## src/rtl/ex_muldiv_scheduler_pkg.sv

```systemverilog
// Shared types and helpers for the execute-stage M-extension scheduler.
// Build option MDU_DIV_EARLY_OUT_EN is consumed by ex_muldiv_scheduler.sv.
package common;

  typedef enum logic [2:0] {
    MD_MUL    = 3'b000,
    MD_MULH   = 3'b001,
    MD_MULHSU = 3'b010,
    MD_MULHU  = 3'b011,
    MD_DIV    = 3'b100,
    MD_DIVU   = 3'b101,
    MD_REM    = 3'b110,
    MD_REMU   = 3'b111
  } md_op_e;

  typedef enum logic [1:0] {
    MD_IDLE = 2'd0,
    MD_MUL_ST = 2'd1,
    MD_DIV_ST = 2'd2,
    MD_DONE = 2'd3
  } md_state_e;

  localparam int DIV_ITERS = 32;

  function automatic logic [31:0] mag32(input logic [31:0] v, input logic is_signed);
    return (is_signed && v[31]) ? (32'd0 - v) : v;
  endfunction

  function automatic logic [31:0] neg_if(input logic [31:0] v, input logic neg);
    return neg ? (32'd0 - v) : v;
  endfunction

endpackage

```

## src/rtl/ex_muldiv_scheduler_div_iter.sv

```systemverilog
// Restoring divider on unsigned magnitudes, one quotient bit per cycle.
// quotient_o/remainder_o present the final values in the cycle done_o is high.
module mdu_div_iter
  import common::*;
#(
  parameter int XLEN = 32
) (
  input  logic            clk,
  input  logic            rst_n,
  input  logic            clear_i,
  input  logic            start_i,
  input  logic [XLEN-1:0] dividend_i,
  input  logic [XLEN-1:0] divisor_i,
  output logic            done_o,
  output logic [XLEN-1:0] quotient_o,
  output logic [XLEN-1:0] remainder_o
);

  logic [XLEN-1:0] rem_q, quo_q, dsr_q;
  logic [5:0]      cnt_q;
  logic            active_q;
  logic [XLEN:0]   shifted_s, diff_s;
  logic [XLEN-1:0] rem_d, quo_d;

  // One restoring step: shift in the next dividend bit, keep the subtraction if it did not borrow.
  always_comb begin
    shifted_s = {rem_q, quo_q[XLEN-1]};
    diff_s    = shifted_s - {1'b0, dsr_q};
    if (diff_s[XLEN]) begin
      rem_d = shifted_s[XLEN-1:0];
      quo_d = {quo_q[XLEN-2:0], 1'b0};
    end else begin
      rem_d = diff_s[XLEN-1:0];
      quo_d = {quo_q[XLEN-2:0], 1'b1};
    end
  end

  assign done_o      = active_q && (cnt_q == 6'(DIV_ITERS - 1));
  assign quotient_o  = quo_d;
  assign remainder_o = rem_d;

  // Iteration registers and step counter.
  always_ff @(posedge clk) begin
    if (rst_n || clear_i) begin
      rem_q    <= '0;
      quo_q    <= '0;
      dsr_q    <= '0;
      cnt_q    <= 6'd0;
      active_q <= 1'b0;
    end else if (start_i) begin
      rem_q    <= '0;
      quo_q    <= dividend_i;
      dsr_q    <= divisor_i;
      cnt_q    <= 6'd0;
      active_q <= 1'b1;
    end else if (active_q) begin
      rem_q    <= rem_d;
      quo_q    <= quo_d;
      cnt_q    <= cnt_q + 6'd1;
      active_q <= !done_o;
    end else begin
      active_q <= 1'b0;
    end
  end

endmodule

```

## src/rtl/ex_muldiv_scheduler.sv

```systemverilog
// Execute-stage sequencer for multi-cycle MUL/DIV/REM with EX stall and one-cycle result strobe.
// Optional MDU_DIV_EARLY_OUT_EN: skip the divider when |rs1| < |rs2|.
module ex_muldiv_scheduler
  import common::*;
#(
  parameter int XLEN        = 32,
  parameter int MUL_LATENCY = 2
) (
  input  logic            clk,
  input  logic            rst_n,
  input  logic            flush,
  input  logic            md_req,
  input  logic [2:0]      md_op,
  input  logic [XLEN-1:0] data1,
  input  logic [XLEN-1:0] data2,
  output logic            stall_ex_out,
  output logic            md_busy,
  output logic [XLEN-1:0] md_result,
  output logic            md_result_valid
);

  md_state_e state_q;
  md_op_e    op_s, op_q;
  logic [32:0] mul_a_q, mul_b_q;
  logic [7:0]  mul_cnt_q;
  logic        q_neg_q, r_neg_q, valid_q;
  logic [XLEN-1:0] result_q;

  logic        is_mul_s, is_rem_s, is_sgn_s, special_s, accept_s, div_start_s, div_done_s;
  logic [XLEN-1:0] mag1_s, mag2_s, special_res_s, div_quo_s, div_rem_s, mul_res_s;
  logic signed [65:0] prod_s;
  logic unused_prod_s;

  assign op_s     = md_op_e'(md_op);
  assign is_mul_s = ~md_op[2];
  assign is_rem_s = md_op[1];
  assign is_sgn_s = ~md_op[0];
  assign mag1_s   = mag32(data1, is_sgn_s);
  assign mag2_s   = mag32(data2, is_sgn_s);

  // Divides resolved without iterating: divide by zero, signed overflow, optional early-out.
  always_comb begin
    special_s     = 1'b0;
    special_res_s = 32'h0000_0000;
    if (data2 == 32'h0000_0000) begin
      special_s     = 1'b1;
      special_res_s = is_rem_s ? data1 : 32'hFFFF_FFFF;
    end else if (is_sgn_s && (data1 == 32'h8000_0000) && (data2 == 32'hFFFF_FFFF)) begin
      special_s     = 1'b1;
      special_res_s = is_rem_s ? 32'h0000_0000 : 32'h8000_0000;
    end
`ifdef MDU_DIV_EARLY_OUT_EN
    else if (mag1_s < mag2_s) begin
      special_s     = 1'b1;
      special_res_s = is_rem_s ? data1 : 32'h0000_0000;
    end
`endif
    else begin
      special_s     = 1'b0;
      special_res_s = 32'h0000_0000;
    end
  end

  assign accept_s    = (state_q == MD_IDLE) && md_req && !flush;
  assign div_start_s = accept_s && !is_mul_s && !special_s;

  assign prod_s        = $signed(mul_a_q) * $signed(mul_b_q);
  assign mul_res_s     = (op_q == MD_MUL) ? prod_s[31:0] : prod_s[63:32];
  assign unused_prod_s = ^prod_s[65:64];

  mdu_div_iter #(.XLEN(XLEN)) u_div (
    .clk         (clk),
    .rst_n       (rst_n),
    .clear_i     (flush),
    .start_i     (div_start_s),
    .dividend_i  (mag1_s),
    .divisor_i   (mag2_s),
    .done_o      (div_done_s),
    .quotient_o  (div_quo_s),
    .remainder_o (div_rem_s)
  );

  // Stall is combinational so the request cycle itself holds EX; forced low while reset is asserted.
  assign stall_ex_out    = ~rst_n & (((state_q == MD_IDLE) & md_req) |
                                     (state_q == MD_MUL_ST) | (state_q == MD_DIV_ST));
  assign md_busy         = (state_q != MD_IDLE);
  assign md_result       = result_q;
  assign md_result_valid = valid_q;

  // Scheduler FSM; result and strobe are registered on the transition into DONE.
  always_ff @(posedge clk) begin
    if (rst_n) begin
      state_q   <= MD_IDLE;
      op_q      <= MD_MUL;
      mul_a_q   <= '0;
      mul_b_q   <= '0;
      mul_cnt_q <= 8'd0;
      q_neg_q   <= 1'b0;
      r_neg_q   <= 1'b0;
      valid_q   <= 1'b0;
      result_q  <= '0;
    end else begin
      valid_q <= 1'b0;
      case (state_q)
        MD_IDLE: begin
          if (accept_s) begin
            op_q      <= op_s;
            q_neg_q   <= is_sgn_s & (data1[31] ^ data2[31]);
            r_neg_q   <= is_sgn_s & data1[31];
            mul_a_q   <= {~(md_op[1] & md_op[0]) & data1[31], data1};
            mul_b_q   <= {~md_op[1] & data2[31], data2};
            mul_cnt_q <= 8'd0;
            if (is_mul_s) begin
              state_q <= MD_MUL_ST;
            end else if (special_s) begin
              result_q <= special_res_s;
              valid_q  <= 1'b1;
              state_q  <= MD_DONE;
            end else begin
              state_q <= MD_DIV_ST;
            end
          end else begin
            state_q <= MD_IDLE;
          end
        end
        MD_MUL_ST: begin
          if (flush) begin
            state_q <= MD_IDLE;
          end else if (mul_cnt_q == 8'(MUL_LATENCY - 1)) begin
            result_q <= mul_res_s;
            valid_q  <= 1'b1;
            state_q  <= MD_DONE;
          end else begin
            mul_cnt_q <= mul_cnt_q + 8'd1;
          end
        end
        MD_DIV_ST: begin
          if (flush) begin
            state_q <= MD_IDLE;
          end else if (div_done_s) begin
            result_q <= op_q[1] ? neg_if(div_rem_s, r_neg_q) : neg_if(div_quo_s, q_neg_q);
            valid_q  <= 1'b1;
            state_q  <= MD_DONE;
          end else begin
            state_q <= MD_DIV_ST;
          end
        end
        MD_DONE: begin
          // A request still high here is the completing instruction; never re-accept it.
          state_q <= MD_IDLE;
        end
        default: begin
          state_q <= MD_IDLE;
        end
      endcase
    end
  end

endmodule

```

## config.mk

```make
export PLATFORM = sky130hd
export DESIGN_NAME = ex_muldiv_scheduler
export DESIGN_NICKNAME = d
export VERILOG_FILES = /design/src/rtl/ex_muldiv_scheduler_pkg.sv /design/src/rtl/ex_muldiv_scheduler_div_iter.sv /design/src/rtl/ex_muldiv_scheduler.sv
export SDC_FILE = /design/constraint.sdc
export NUM_CORES = 2
export LEC_CHECK = 0
export BUFFER_PORTS_ARGS = -buffer_cell sky130_fd_sc_hd__clkbuf_2
export CAP_MARGIN = 20
export CORE_MARGIN = 2
export CORE_UTILIZATION = 35
export CTS_BUF_LIST = sky130_fd_sc_hd__clkbuf_16
export DETAILED_ROUTE_END_ITERATION = 7
export HOLD_SLACK_MARGIN = 0.02
export MAX_ROUTING_LAYER = met4
export PLACE_DENSITY = 0.55
export SLEW_MARGIN = 5
export SYNTH_ARGS = -nofsm -noshare
export SYNTH_HDL_FRONTEND = slang
export SYNTH_SLANG_ARGS = --single-unit
export TNS_END_PERCENT = 50
```

## constraint.sdc

```tcl
create_clock -name clk -period 17.19 [get_ports clk]
set_input_delay 0 -clock clk [delete_from_list [all_inputs] [get_ports clk]]
set_output_delay 0 -clock clk [all_outputs]
set_load 0.01 [all_outputs]
```

==> After elaboration in Yosys (flattened, before gate mapping) <==
Cells that the tools add are included.
{ "classes": {"muxes": 46, "n_eq_ne": 16, "n_addsub": 7, "reduce_logical": 24, "multipliers": 1, "bitwise_logic": 14} }
{ "ops": {"columns": ["operator", "n"], "rows": [
  ["32-bit two-way mux", 20],
  ["1-bit by 32-bit subtractor with 32-bit output (first input constant)", 4],
  ["32-bit one-hot mux with 3 select lines", 1],
  ["32-bit equality test (second input constant)", 2],
  ["33-bit by 33-bit multiplier with 64-bit output", 1],
  ["33-bit by 32-bit subtractor with 33-bit output", 1],
  ["32-bit logical NOT", 1],
  ["8-bit two-way mux", 3],
  ["8-bit one-hot mux with 2 select lines", 1],
  ["1-bit two-way mux", 14],
  ["2-bit inequality test (second input constant)", 6],
  ["2-bit two-way mux", 5],
  ["1-bit logical AND", 9],
  ["8-bit by 1-bit adder with 8-bit output (second input constant)", 1],
  ["8-bit by 1-bit equality test with 1-bit output (second input constant)", 1],
  ["2-bit one-hot mux with 4 select lines", 1],
  ["8-bit AND reduction", 1],
  ["1-bit AND", 7],
  ["6-bit by 1-bit adder with 6-bit output (second input constant)", 1],
  ["6-bit by 5-bit equality test with 1-bit output (second input constant)", 1],
  ["2-bit nonzero test", 3],
  ["2-bit equality test (second input constant)", 2],
  ["2-bit by 1-bit inequality test with 1-bit output (second input constant)", 2],
  ["1-bit NOT", 4],
  ["13 further kinds", 16]
]} }
{ "word_totals": {"input_bits": 71, "elab_cells": 122, "out_inout_bits": 35, "ff_bits": 217} }

==> Longest topological paths before layout <==
{ "logic_depth": {"word_depth": 9, "ltp_mapped": 31, "ltp_nobuf": 30} }

==> Hierarchy <==
Synthesis repeated with hierarchy kept, for this count alone.
{ "hier_totals": {"cells_unflattened": 6232, "hier_area_um2": 53641.4} }
{ "modules_own_cells": {"columns": ["module", "seq_area_each_um2", "area_per_inst_um2", "n_inst", "cells_each"], "rows": [
  ["ex_muldiv_scheduler", 2282.2, 46754.8, 1, 5381],
  ["mdu_div_iter", 2062.0, 6886.6, 1, 851]
]} }

==> Least setup slack after synthesis <==
OpenSTA, ideal clock, no wires.
{ "synth_timing": {"path_kind": "register to register", "start": "reg mul_b_q[3]", "end": "reg result_q[25] (netlist: md_result[25])", "setup_slack_ps": 9396, "path_buffers": 3, "synth_period_minus_slack_ps": 7794, "arrival_ps": 7707, "setup_time_ps": 87, "stages_incl_launch_ff": 31, "required_ps": 17103, "path_cell_list": "dfxtp_1 -> clkbuf_1 -> clkbuf_1 -> nand2_1 -> inv_1 -> fa_1 -> fa_1 -> fa_1 -> fa_1 -> inv_1 -> fa_1 -> inv_1 -> fa_1 -> fa_1 -> inv_1 -> fa_1 -> inv_1 -> ha_1 -> clkbuf_1 -> a21oi_1 -> o21bai_1 -> a21oi_1 -> nand2_1 -> nor2_1 -> inv_1 -> a21o_1 -> a311o_1 -> a21oi_1 -> xnor2_1 -> a21oi_1 -> o31ai_1"} }
{ "synth_via": {"elab_chain_len": 5} }
{ "synth_rtl": {"columns": ["element", "line", "source"], "rows": [
  ["start, declared", "ex_muldiv_scheduler.sv:24", "logic [32:0] mul_a_q, mul_b_q;"],
  ["start signal, assigned", "ex_muldiv_scheduler.sv:111", "mul_b_q <= {~md_op[1] & data2[31], data2};"],
  ["33-bit by 33-bit multiplier with 64-bit output", "ex_muldiv_scheduler.sv:67", "assign prod_s = $signed(mul_a_q) * $signed(mul_b_q);"],
  ["32-bit two-way mux", "ex_muldiv_scheduler.sv:68", "assign mul_res_s = (op_q == MD_MUL) ? prod_s[31:0] : prod_s[63:32];"],
  ["32-bit two-way mux", "ex_muldiv_scheduler.sv:129", "end else if (mul_cnt_q == 8'(MUL_LATENCY - 1)) begin"],
  ["32-bit two-way mux", "ex_muldiv_scheduler.sv:127", "if (flush) begin"],
  ["32-bit one-hot mux with 3 select lines", "ex_muldiv_scheduler.sv:104", "case (state_q)"],
  ["end signal, assigned", "ex_muldiv_scheduler.sv:116", "result_q <= special_res_s;"],
  ["end signal, assigned", "ex_muldiv_scheduler.sv:130", "result_q <= mul_res_s;"],
  ["end signal, assigned", "ex_muldiv_scheduler.sv:141", "result_q <= op_q[1] ? neg_if(div_rem_s, r_neg_q) : neg_if(div_quo_s, q_neg_q);"],
  ["end, declared", "ex_muldiv_scheduler.sv:27", "logic [XLEN-1:0] result_q;"]
]} }
No other way between the ends. The select of a mux whose other input is x is not followed.
A chain may end at the register's enable or synchronous reset.

==> Worst setup path in the final report <==
{ "layout_timing": {"start": "reg mul_a_q[32]", "end": "reg result_q[27] (netlist: md_result[27])"} }
{ "layout_via": {"elab_chain_len": 5} }
{ "layout_rtl": {"columns": ["element", "line", "source"], "rows": [
  ["start, declared", "ex_muldiv_scheduler.sv:24", null],
  ["start signal, assigned", "ex_muldiv_scheduler.sv:110", "mul_a_q <= {~(md_op[1] & md_op[0]) & data1[31], data1};"],
  ["33-bit by 33-bit multiplier with 64-bit output", "ex_muldiv_scheduler.sv:67", null],
  ["32-bit two-way mux", "ex_muldiv_scheduler.sv:68", null],
  ["32-bit two-way mux", "ex_muldiv_scheduler.sv:129", null],
  ["32-bit two-way mux", "ex_muldiv_scheduler.sv:127", null],
  ["32-bit one-hot mux with 3 select lines", "ex_muldiv_scheduler.sv:104", null]
]} }
No other way between the ends. The select of a mux whose other input is x is not followed.

==> metrics.txt <==
# TYPE chip_impl_metric gauge
chip_impl_metric{name="finClkSkew",unit="ns"} 0.0209
chip_impl_metric{name="finalInstanceArea",unit="µm²"} 57200
chip_impl_metric{name="number_of_global_route_vias_before_repair",unit=""} 44100
chip_impl_metric{name="synth_top_area_frac",unit=""} 0.425
chip_impl_metric{name="synth_area_per_cell",unit="µm²"} 8.65
chip_impl_metric{name="postSynth.asyncResetShare",unit=""} 0
chip_impl_info{name="status",value="finished clean"} 1
chip_impl_metric{name="grt_usage",unit=""} 0.229
chip_impl_metric{name="drt_iter0_drc",unit=""} 3081
chip_impl_metric{name="worstRegToRegCells",unit=""} 28
chip_impl_info{name="rsz_0062_raised_after_global_routing",value="no"} 1
chip_impl_metric{name="timing.final.crit_share",unit=""} 0.544
chip_impl_info{name="synthTopCellsByArea",value="sky130_fd_sc_hd__fa_1 (43%), sky130_fd_sc_hd__inv_1 (8.5%), sky130_fd_sc_hd__dfxtp_1 (8.2%)"} 1
chip_impl_info{name="clock-root-buffer",value="sky130_fd_sc_hd__clkbuf_16"} 1
chip_impl_metric{name="cts-htree-levels",unit=""} 1
chip_impl_info{name="crit_path_end_kind",value="flop"} 1
chip_impl_metric{name="timing.slew.headroom",unit=""} 0.144
chip_impl_metric{name="vias_per_cell",unit=""} 5.17
chip_impl_metric{name="yosys_warnings",unit=""} 0
chip_impl_metric{name="chipWidth",unit="µm"} 393
chip_impl_metric{name="timing.hold.worst_path_depth",unit=""} 3
chip_impl_metric{name="drtAntennaViolNets",unit=""} 0
chip_impl_metric{name="grt.met1_usage",unit=""} 0.303
chip_impl_metric{name="grt_pass1_wl",unit="µm"} 266000
chip_impl_metric{name="fmax_achieved",unit="GHz"} 0.107
chip_impl_metric{name="drc",unit=""} 0
chip_impl_metric{name="report.final.slew_viol_count",unit=""} 0
chip_impl_metric{name="finalCoreUtilization",unit=""} 0.381
chip_impl_metric{name="worst_slack",unit="ns"} 7.85
chip_impl_info{name="top_usage_layer_grt",value="met2"} 1
chip_impl_metric{name="power.density",unit="nW/µm²"} 38.3
chip_impl_metric{name="initial_core_utilization",unit=""} 0.353
chip_impl_metric{name="design.final.nets",unit=""} 7539
chip_impl_metric{name="synthToLayoutAreaGrowth",unit="%"} 7.93
chip_impl_metric{name="post_synth_num_cell_types",unit=""} 86
chip_impl_metric{name="number_of_clock_buffers_inserted_by_tritoncts",unit=""} 29
chip_impl_info{name="critical_path_class",value="reg2reg"} 1
chip_impl_info{name="tritoncts",value="built"} 1
chip_impl_metric{name="finalSetupViolations",unit=""} 0
chip_impl_metric{name="die_area",unit="µm²"} 155000
chip_impl_metric{name="placement.io_buffers",unit=""} 105
chip_impl_metric{name="worst_pin_slew",unit="ns"} 1.28
chip_impl_metric{name="syn-num-nets",unit=""} 7581
chip_impl_metric{name="overflow",unit=""} 0
chip_impl_metric{name="final_layout_size_suffix_gt1_frac",unit=""} 0.0462
chip_impl_metric{name="postSynthCellCount",unit=""} 6128
chip_impl_metric{name="place_worst_setup_slack",unit="ns"} 7.97
chip_impl_metric{name="post-cts-setup-buffer-count",unit=""} 0
chip_impl_metric{name="met2_resource_use_gr",unit=""} 0.379
chip_impl_metric{name="cp_data_arrival_time",unit="ns"} 9.84
chip_impl_info{name="cp-start-kind",value="flop"} 1
chip_impl_metric{name="cts.sink_count",unit=""} 217
chip_impl_metric{name="global_route.usage.met3",unit=""} 0.0171
chip_impl_metric{name="placement.cell_area",unit="µm²"} 55400
chip_impl_metric{name="synth_seq_area_share",unit=""} 0.0819
chip_impl_metric{name="grt_max_degree",unit=""} 81
chip_impl_info{name="critical_path.slowest_cell",value="sky130_fd_sc_hd__fa_1"} 1
chip_impl_metric{name="finalWirelength",unit="µm"} 169000
chip_impl_metric{name="ir_drop",unit="mV"} 0.0616
chip_impl_metric{name="place_congestion",unit=""} 0.925
chip_impl_metric{name="firstDrtPassIters",unit=""} 5
chip_impl_info{name="min_path_type",value="in2reg"} 1
chip_impl_metric{name="total_leakage_power",unit="nW"} 27.4
chip_impl_info{name="timing.critical_path.mode_cell",value="sky130_fd_sc_hd__fa_1"} 1
chip_impl_metric{name="synth_edf_count",unit=""} 0
chip_impl_metric{name="clk_transition_reported_paths",unit="ns"} 0.06
chip_impl_info{name="yosys.area.top_type",value="sky130_fd_sc_hd__fa_1"} 1
chip_impl_metric{name="routedWlPerCell",unit="µm"} 20.8
chip_impl_info{name="post-synth-top-count-cell",value="sky130_fd_sc_hd__inv_1"} 1
chip_impl_metric{name="critPathMaxStageDelay",unit="ns"} 0.90
chip_impl_metric{name="hold_violations_final",unit=""} 0
chip_impl_metric{name="clk-insertion-delay-late",unit="ns"} 0.59
chip_impl_metric{name="grt_antenna_before_repair",unit=""} 2
chip_impl_info{name="synth_flop_cell",value="sky130_fd_sc_hd__dfxtp_1"} 1
chip_impl_metric{name="design.portCount",unit=""} 106
chip_impl_metric{name="synthesis.area",unit="µm²"} 53000
chip_impl_metric{name="cp_data_required_time",unit="ns"} 17.69
chip_impl_metric{name="crit_fanout",unit=""} 24
chip_impl_metric{name="max-cap-violations",unit=""} 0
chip_impl_metric{name="min_period",unit="ns"} 9.34
chip_impl_metric{name="final_total_negative_setup_slack",unit="ns"} 0
chip_impl_metric{name="max-clock-path-buffers",unit=""} 3
chip_impl_info{name="netlist_top_cells_count",value="sky130_fd_sc_hd__inv_1 (1202), sky130_fd_sc_hd__fa_1 (1126), sky130_fd_sc_hd__nand2_1 (833)"} 1
chip_impl_metric{name="floorplan.die.height",unit="µm"} 393
chip_impl_metric{name="synth-seq-cells",unit=""} 217
chip_impl_metric{name="post-dp-hpwl",unit="µm"} 132000
chip_impl_metric{name="vias",unit=""} 42000
chip_impl_metric{name="core_area",unit="µm²"} 150000
chip_impl_metric{name="placementRows",unit=""} 142
[final timing paths]
path	startpoint	endpoint	slack [ns]
setup reg to reg	mul_a_q[32]	md_result[27]	7.85
setup / recovery	mul_a_q[32]	md_result[27]	7.85
hold / removal	flush	u_div.rem_q[17]	0.12
hold reg to reg	mul_b_q[12]	mul_b_q[12]	0.46
[registers in the layout, indices dropped and copies added (netlist names), 2 cells and up]
register and flops:
u_div.dsr_q 32, u_div.rem_q 32, u_div.quo_q 32, mul_cnt_q 8, op_q 3, u_div.cnt_q 6, mul_a_q 33, mul_b_q 33
state_q 2, md_result 32
[report_power, final]
group	switching, W	internal, W
sequential	0.0000214	0.000517
combinational	0.000670	0.000335
clock	0.000269	0.000380
total	0.000959	0.00123
[cells in the final DEF (no fill, tap or decap), types with 14 or more instances in the layout]
master and n:
sky130_fd_sc_hd__nand2_1 833, sky130_fd_sc_hd__nor2_1 234, sky130_fd_sc_hd__dfxtp_1 213, sky130_fd_sc_hd__o31ai_1 32, sky130_fd_sc_hd__clkbuf_16 29, sky130_fd_sc_hd__nor2b_1 34
sky130_fd_sc_hd__inv_1 1206, sky130_fd_sc_hd__o21bai_1 15, sky130_fd_sc_hd__xnor2_1 124, sky130_fd_sc_hd__a21o_1 55, sky130_fd_sc_hd__and3_1 27, sky130_fd_sc_hd__a31oi_1 23
sky130_fd_sc_hd__or3_1 31, sky130_fd_sc_hd__mux2i_1 73, sky130_fd_sc_hd__clkbuf_2 104, sky130_fd_sc_hd__nor3_1 48, sky130_fd_sc_hd__nand2b_1 32, sky130_fd_sc_hd__o211ai_1 20
sky130_fd_sc_hd__and2_1 545, sky130_fd_sc_hd__nand3_1 36, sky130_fd_sc_hd__buf_4 91, sky130_fd_sc_hd__dlygate4sd3_1 79, sky130_fd_sc_hd__a21oi_1 221, sky130_fd_sc_hd__a221oi_1 14
sky130_fd_sc_hd__nand4_1 29, sky130_fd_sc_hd__o21a_1 16, sky130_fd_sc_hd__fa_1 1126, sky130_fd_sc_hd__o21ai_0 117, sky130_fd_sc_hd__ha_1 256, sky130_fd_sc_hd__a211oi_1 104
sky130_fd_sc_hd__nor4_1 17, sky130_fd_sc_hd__xor2_1 90
[through the flow]
stage | hold slack [ns] | cells | total power, W
final | 0.115 | 8125 | 0.00219
after global routing | 0.103 | 8124 | 0.00231
after CTS | 0.0716 | 8122 | 0.00219
after detailed placement | 0.315 | 7991 | 0.00152
after global placement | 0.315 | 7991 | 0.00152
after floorplan | 0.136 | 6128 | 0.00118
[final cells by class]
type | instances | area [µm²]
flip-flops and latches | 217 | 4350
multi-input cells | 4358 | 42800
clock buffers | 29 | 726
repair buffers | 275 | 2020
well taps | 2016 | 2520
clock inverters | 23 | 241
diodes | 2 | 5.00
inverters | 1205 | 4530
fillers | 15400 | 92900
[cells by family after synthesis]
kind of cell             after synthesis  synth area share
AND/OR/NAND/NOR                     1917             0.176
flip-flops                           217            0.0819
adder cells (fa/ha/maj)             1382             0.486
multiplexers                          78            0.0149
buffers and inverters               1553             0.111
XOR/XNOR                             214            0.0354
AO/OA/AOI/OAI                        767            0.0961
[routing by layer]
layer  wire (µm)  up-vias  part of all wire
li1            -    18700                 -
met1       73800    21900              0.44
met2       81500     1140              0.48
met3        7750      268             0.046
met4        5870        0             0.035
met5           0        -                 0
[repair_timing]
item,in CTS,in global routing
endpoints found under the hold margin,154,0
hold buffers,79,0
gates resized for setup,0,0
[critical path: cells and delay by family, from the launching register on]
| kind | cells | cell delay (ns) |
|---|---|---|
| DFF | 1 | 0.65 |
| xor gates and xnor gates | 1 | 0.16 |
| adders and majority gates | 9 | 5.19 |
| AOI/OAI and AO/OA | 7 | 1.38 |
| buffers and inverters | 7 | 1.22 |
| and+or+nand+nor | 4 | 0.64 |
(Power assumes the default switching activity.)
